===== src/rtl/key_request_latch_pkg.sv =====
// Shared definitions for the key request latch: FSM encoding and
// simulation-friendly constants used by the block and its bench.
package key_request_latch_pkg;

    // Two-state handshake FSM; the state bit doubles as the valid output.
    typedef enum logic {
        ST_IDLE = 1'b0,
        ST_HOLD = 1'b1
    } state_t;

    // Number of push-button lines handled by the block.
    localparam int NUM_KEYS = 4;

    // Short debounce window for simulation runs.
    localparam int DB_CNT_MAX_SIM = 4;

endpackage


===== src/rtl/key_request_latch_debounce_bit.sv =====
// One key lane: 2-flop synchronizer, debounce counter and stable level.
// o_rise is asserted combinationally during the cycle whose closing edge
// moves the stable level from 0 to 1, so the parent can latch the press
// on the very edge that the level changes.
module debounce_bit
    import key_request_latch_pkg::*;
#(
    parameter int DB_CNT_MAX = 1000000,
    parameter int CNT_W      = 20
) (
    input  logic clk,
    input  logic rst,
    input  logic i_key,
    output logic o_level,
    output logic o_rise
);

    localparam logic [CNT_W-1:0] CNT_LAST = CNT_W'(DB_CNT_MAX - 1);

    logic             r_meta;
    logic             r_sync;
    logic             r_stable;
    logic [CNT_W-1:0] r_cnt;

    logic             w_change;
    logic             w_expire;

    assign w_change = (r_sync != r_stable);
    assign w_expire = (r_cnt == CNT_LAST);

    // Bring the raw asynchronous key line into the clk domain.
    always_ff @(posedge clk or posedge rst) begin
        if (rst) begin
            r_meta <= 1'b0;
            r_sync <= 1'b0;
        end else begin
            r_meta <= i_key;
            r_sync <= r_meta;
        end
    end

    // Accept a new level only after it has persisted for the full window.
    always_ff @(posedge clk or posedge rst) begin
        if (rst) begin
            r_stable <= 1'b0;
            r_cnt    <= '0;
        end else if (!w_change) begin
            r_cnt <= '0;
        end else if (w_expire) begin
            r_stable <= r_sync;
            r_cnt    <= '0;
        end else begin
            r_cnt <= r_cnt + 1'b1;
        end
    end

    assign o_level = r_stable;
    assign o_rise  = w_change && w_expire && r_sync;

endmodule


===== src/rtl/key_request_latch.sv =====
// Front end for a 4-input priority encoder: debounces four buttons,
// accumulates press events and presents them with a valid/ack handshake.
//
// Handshake: valid is high while data_out holds an unconsumed, non-zero
// press vector; data_out is frozen while valid is high. The consumer
// raises ack for a cycle while valid is high to take the vector; valid
// falls after that edge and stays low at least one full cycle before
// the next vector is offered. ack is ignored while valid is low.
module key_request_latch
    import key_request_latch_pkg::*;
#(
    parameter int DB_CNT_MAX = 1000000,
    parameter int CNT_W      = 20
) (
    input  logic       clk,
    input  logic       rst,
    input  logic [3:0] key_in,
    input  logic       ack,
    output logic [3:0] data_out,
    output logic       valid,
    output logic [3:0] key_level
);

    state_t     r_state;
    state_t     w_state_nxt;
    logic [3:0] r_pending;
    logic [3:0] w_pending_nxt;
    logic [3:0] r_data;
    logic [3:0] w_data_nxt;
    logic [3:0] w_rise;
    logic [3:0] w_level;

    // One debouncer per key line.
    for (genvar g = 0; g < NUM_KEYS; g++) begin : g_key
        debounce_bit #(
            .DB_CNT_MAX (DB_CNT_MAX),
            .CNT_W      (CNT_W)
        ) u_db (
            .clk     (clk),
            .rst     (rst),
            .i_key   (key_in[g]),
            .o_level (w_level[g]),
            .o_rise  (w_rise[g])
        );
    end

    // Next-state logic: capture pending into data_out from IDLE, hold until ack.
    always_comb begin
        w_state_nxt   = r_state;
        w_pending_nxt = r_pending | w_rise;
        w_data_nxt    = r_data;
        case (r_state)
            ST_IDLE: begin
                if (r_pending != 4'b0000) begin
                    w_data_nxt    = r_pending;
                    // Captured bits are handed over; presses landing this edge stay queued.
                    w_pending_nxt = w_rise;
                    w_state_nxt   = ST_HOLD;
                end
            end
            ST_HOLD: begin
                if (ack) begin
                    w_state_nxt = ST_IDLE;
                end
            end
            default: begin
                w_state_nxt = ST_IDLE;
            end
        endcase
    end

    // State, pending accumulator and output data register.
    always_ff @(posedge clk or posedge rst) begin
        if (rst) begin
            r_state   <= ST_IDLE;
            r_pending <= 4'b0000;
            r_data    <= 4'b0000;
        end else begin
            r_state   <= w_state_nxt;
            r_pending <= w_pending_nxt;
            r_data    <= w_data_nxt;
        end
    end

    assign valid     = (r_state == ST_HOLD);
    assign data_out  = r_data;
    assign key_level = w_level;

endmodule


===== config.mk =====
export PLATFORM = sky130hd
export DESIGN_NAME = key_request_latch
export DESIGN_NICKNAME = d
export VERILOG_FILES = /design/src/rtl/key_request_latch_pkg.sv /design/src/rtl/key_request_latch_debounce_bit.sv /design/src/rtl/key_request_latch.sv
export SDC_FILE = /design/constraint.sdc
export NUM_CORES = 1
export LEC_CHECK = 0
export BUFFER_PORTS_ARGS = -buffer_cell sky130_fd_sc_hd__buf_2
export CORE_MARGIN = 3
export CORE_UTILIZATION = 37
export CTS_CLUSTER_DIAMETER = 60
export DETAILED_ROUTE_END_ITERATION = 8
export PLACE_DENSITY = 0.61
export SLEW_MARGIN = 10
export SYNTH_ARGS = -nofsm -noshare
export SYNTH_HDL_FRONTEND = slang
export SYNTH_HIERARCHICAL = 1
export SYNTH_SLANG_ARGS = --single-unit

===== constraint.sdc =====
create_clock -name clk -period 2.2 [get_ports clk]
set_input_delay 0.44 -clock clk [delete_from_list [all_inputs] [get_ports clk]]
set_output_delay 0.44 -clock clk [all_outputs]
set_load 0.01 [all_outputs]

==> metrics.yaml <==
run_status:
  status: "finished clean"
final_layout:
  area_growth_pct: 13.62
  final_util_pct: 44.17
  diodes: 0
  final_nets: 505
  layout-drive-gt1-share_pct: 17.03
clocking:
  cts_root_buf: "clkbuf_16"
  cts-buffers-inserted: 9
  path_clk_slew_ns: 0.07
  worstSkewPairLatency_ns: 0.34
  cts_max_level: 3
  clockBufferDepth: 2
  cts_sinks: 101
  cts_resized: 0
  post_cts_buffers: 0
  hold_buffers: 0
  tritoncts: "done"
placed_design:
  portBuffers: 15
  hpwl_um: 6720
  gp_congestion: 0.7590
logic_synthesis:
  synth_seq_area_share_pct: 50.29
  synth_cell_types: 35
  synthArstFlopShare_pct: 100.0
  synth_edf_count: 0
  ys_warn_count: 6
  syn_nets: 468
  syn_avg_cell_area_um2: 11.00
  synth_flop_cell: "dfrtp_1"
  syn_inst: 457
  syn_area_um2: 5026
  synth-seq-cells: 101
route:
  routedWlPerCell_um: 14.52
  routed_via_density: 5.219
  drt_wl_total_um: 9743
  drt_iter0_drc: 211
  dr.pass1.iters: 4
  antenna_left: 0
  num_vias: 3502
  drc_errors: 0
setup_path:
  endpoint_kind: "flop"
  crit_required_ns: 2.48
  startpoint_type: "flop"
  worstPathArrival_ns: 2.19
  path_class: "flop to flop"
  critPathMaxFanout: 4
floorplan:
  die_area_um2: 15020
  coreArea_um2: 12930
  dieHeight_um: 122.6
  ios: 16
  die_w_um: 122.6
  rows: 41
  start_util_pct: 38.88
timing:
  finalSetupViolations: 0
  drv_slew: 0
  tightest_slew_ns: 0.4546
  hold_slack_ns: 0.09963
  rsz0062_at_grt: "no"
  period_share_pct: 86.66
  max_slew_margin_pct: 69.70
  fmax_mhz: 524.5
  setup_tns_ns: 0
  hold_viol: 0
  clock_skew_ns: 0.006204
  period_minus_slack_ns: 1.906
grt:
  overflow: 0
  first_global_vias: 3549
  grtUsageTotal_pct: 14.03
  grt_pass1_wl_um: 17010
  grt_max_degree: 24
  antenna_found_initial: 0
power_and_ir_drop:
  vdd_drop_max_mv: 0.4123
  p_leak_uw: 0.002412
  p_per_area_nw_per_um2: 647.1
flow_run:
  maxCapViolCount: 0
worst_hold_path:
  worstHoldPathType: "primary input to async pin"
## kinds of logic (layout without fill, tap and decap cells)
group	after synthesis	count (layout)	synth area share [%]
and+or+nand+nor	213	213	26.31
muxes	13	13	2.987
DFF	101	101	50.29
adders and majority gates	4	4	0.9958
xor gates and xnor gates	56	56	9.759
AOI/OAI and AO/OA	48	48	7.692
buffers and inverters	22	64	1.967
## registers in the layout, indices dropped and copies added (netlist names)
signal and count:
data_out 4, g_key.u_db/o_level 4, g_key.u_db/r_cnt 80, g_key.u_db/r_meta 4, g_key.u_db/r_sync 4, r_pending 4, valid 1
## per-layer routing
| layer | GRT usage [%] | wire length, um | up-vias |
|---|---|---|---|
| met5 | 0 | 0 | - |
| met4 | 4.059 | 94 | 0 |
| met3 | 3.733 | 324 | 7 |
| met2 | 22.09 | 4540 | 42 |
| met1 | 19.13 | 4783 | 1728 |
| li1 | - | - | 1725 |
## through the flow
step | area [um^2] | worst slack (ns) | total power [uW] | instances
after detailed placement | 5401 | 0.3138 | 2069 | 655
final | 5710 | 0.2936 | 3695 | 671
after CTS | 5710 | 0.2884 | 3753 | 671
after floorplan | 5026 | 0.4072 | 2019 | 457
after global placement | 5401 | 0.3425 | 2069 | 655
after global routing | 5710 | 0.1797 | 3841 | 671
## worst max-delay path, stage by stage (launching register included)
cell and delay [ns]:
dfrtp_1 0.44, nor4_2 0.32, nand4_2 0.17, or4_4 0.54, nor3b_1 0.27, a21o_1 0.11
## final timing paths
path | from | end | slack [ns] | cells past startpoint
max reg2reg | g_key[0].u_db/r_cnt[10] | r_pending[0] | 0.29 | 5
min | rst | data_out[1] | 0.1 | 2
max in group asynchronous | rst | g_key[3].u_db/r_cnt[4] | 1.78 | 3
max | g_key[0].u_db/r_cnt[10] | r_pending[0] | 0.29 | 5
min in group clk | key_in[0] | g_key[0].u_db/r_meta | 0.20 | 1
min reg2reg | g_key[0].u_db/r_meta | g_key[0].u_db/r_sync | 0.35 | 0
## layout by cell type, fill, tap and decap left out, types with 9 or more instances in the layout
cell type,netlist,layout
buf_4,4,16
dfrtp_1,101,101
inv_1,17,17
and3_1,12,12
nand3_1,20,20
buf_2,1,15
xor2_1,28,28
clkbuf_16,0,9
nand2_1,24,24
xnor2_1,28,28
or4_1,12,12
a21oi_1,20,20
o31ai_1,12,12
nor2_1,64,64
mux2i_1,9,9
## cell type report
class,instances,area (um^2)
Timing Repair Buffer,31,195.2
Fill cell,1238,7217
Clock inverter,4,72.57
Tap cell,172,215.2
Clock buffer,12,236.5
Sequential cell,101,2527
Inverter,17,63.81
Multi-Input combinational cell,334,2400
## power by group
group	switching, uW	total (uW)	internal [uW]
registers	23.5	1910	1880
logic	80.2	126	45.6
clock network	668	1660	997
total	771	3700	2920
## synth_stat cells, drive strengths merged, types with 5 or more instances
| cell | n | share of area, % |
|---|---|---|
| or3 | 8 | 1.4 |
| nand4 | 16 | 3.0 |
| o41ai | 8 | 2.9 |
| nor4 | 13 | 2.6 |
| nand2 | 24 | 1.8 |
| mux2i | 9 | 1.8 |
| and4 | 8 | 1.4 |
| buf | 5 | 0.70 |
| dfrtp | 101 | 50 |
| xor2 | 28 | 4.9 |
| and3 | 12 | 1.5 |
| xnor2 | 28 | 4.9 |
| nand3 | 28 | 3.6 |
| nor3 | 8 | 0.80 |
| inv | 17 | 1.3 |
| nor2 | 64 | 4.8 |
| o31ai | 12 | 1.8 |
| or4 | 16 | 2.7 |
| a21oi | 20 | 2.0 |
Power figures use the tool's default switching activity.
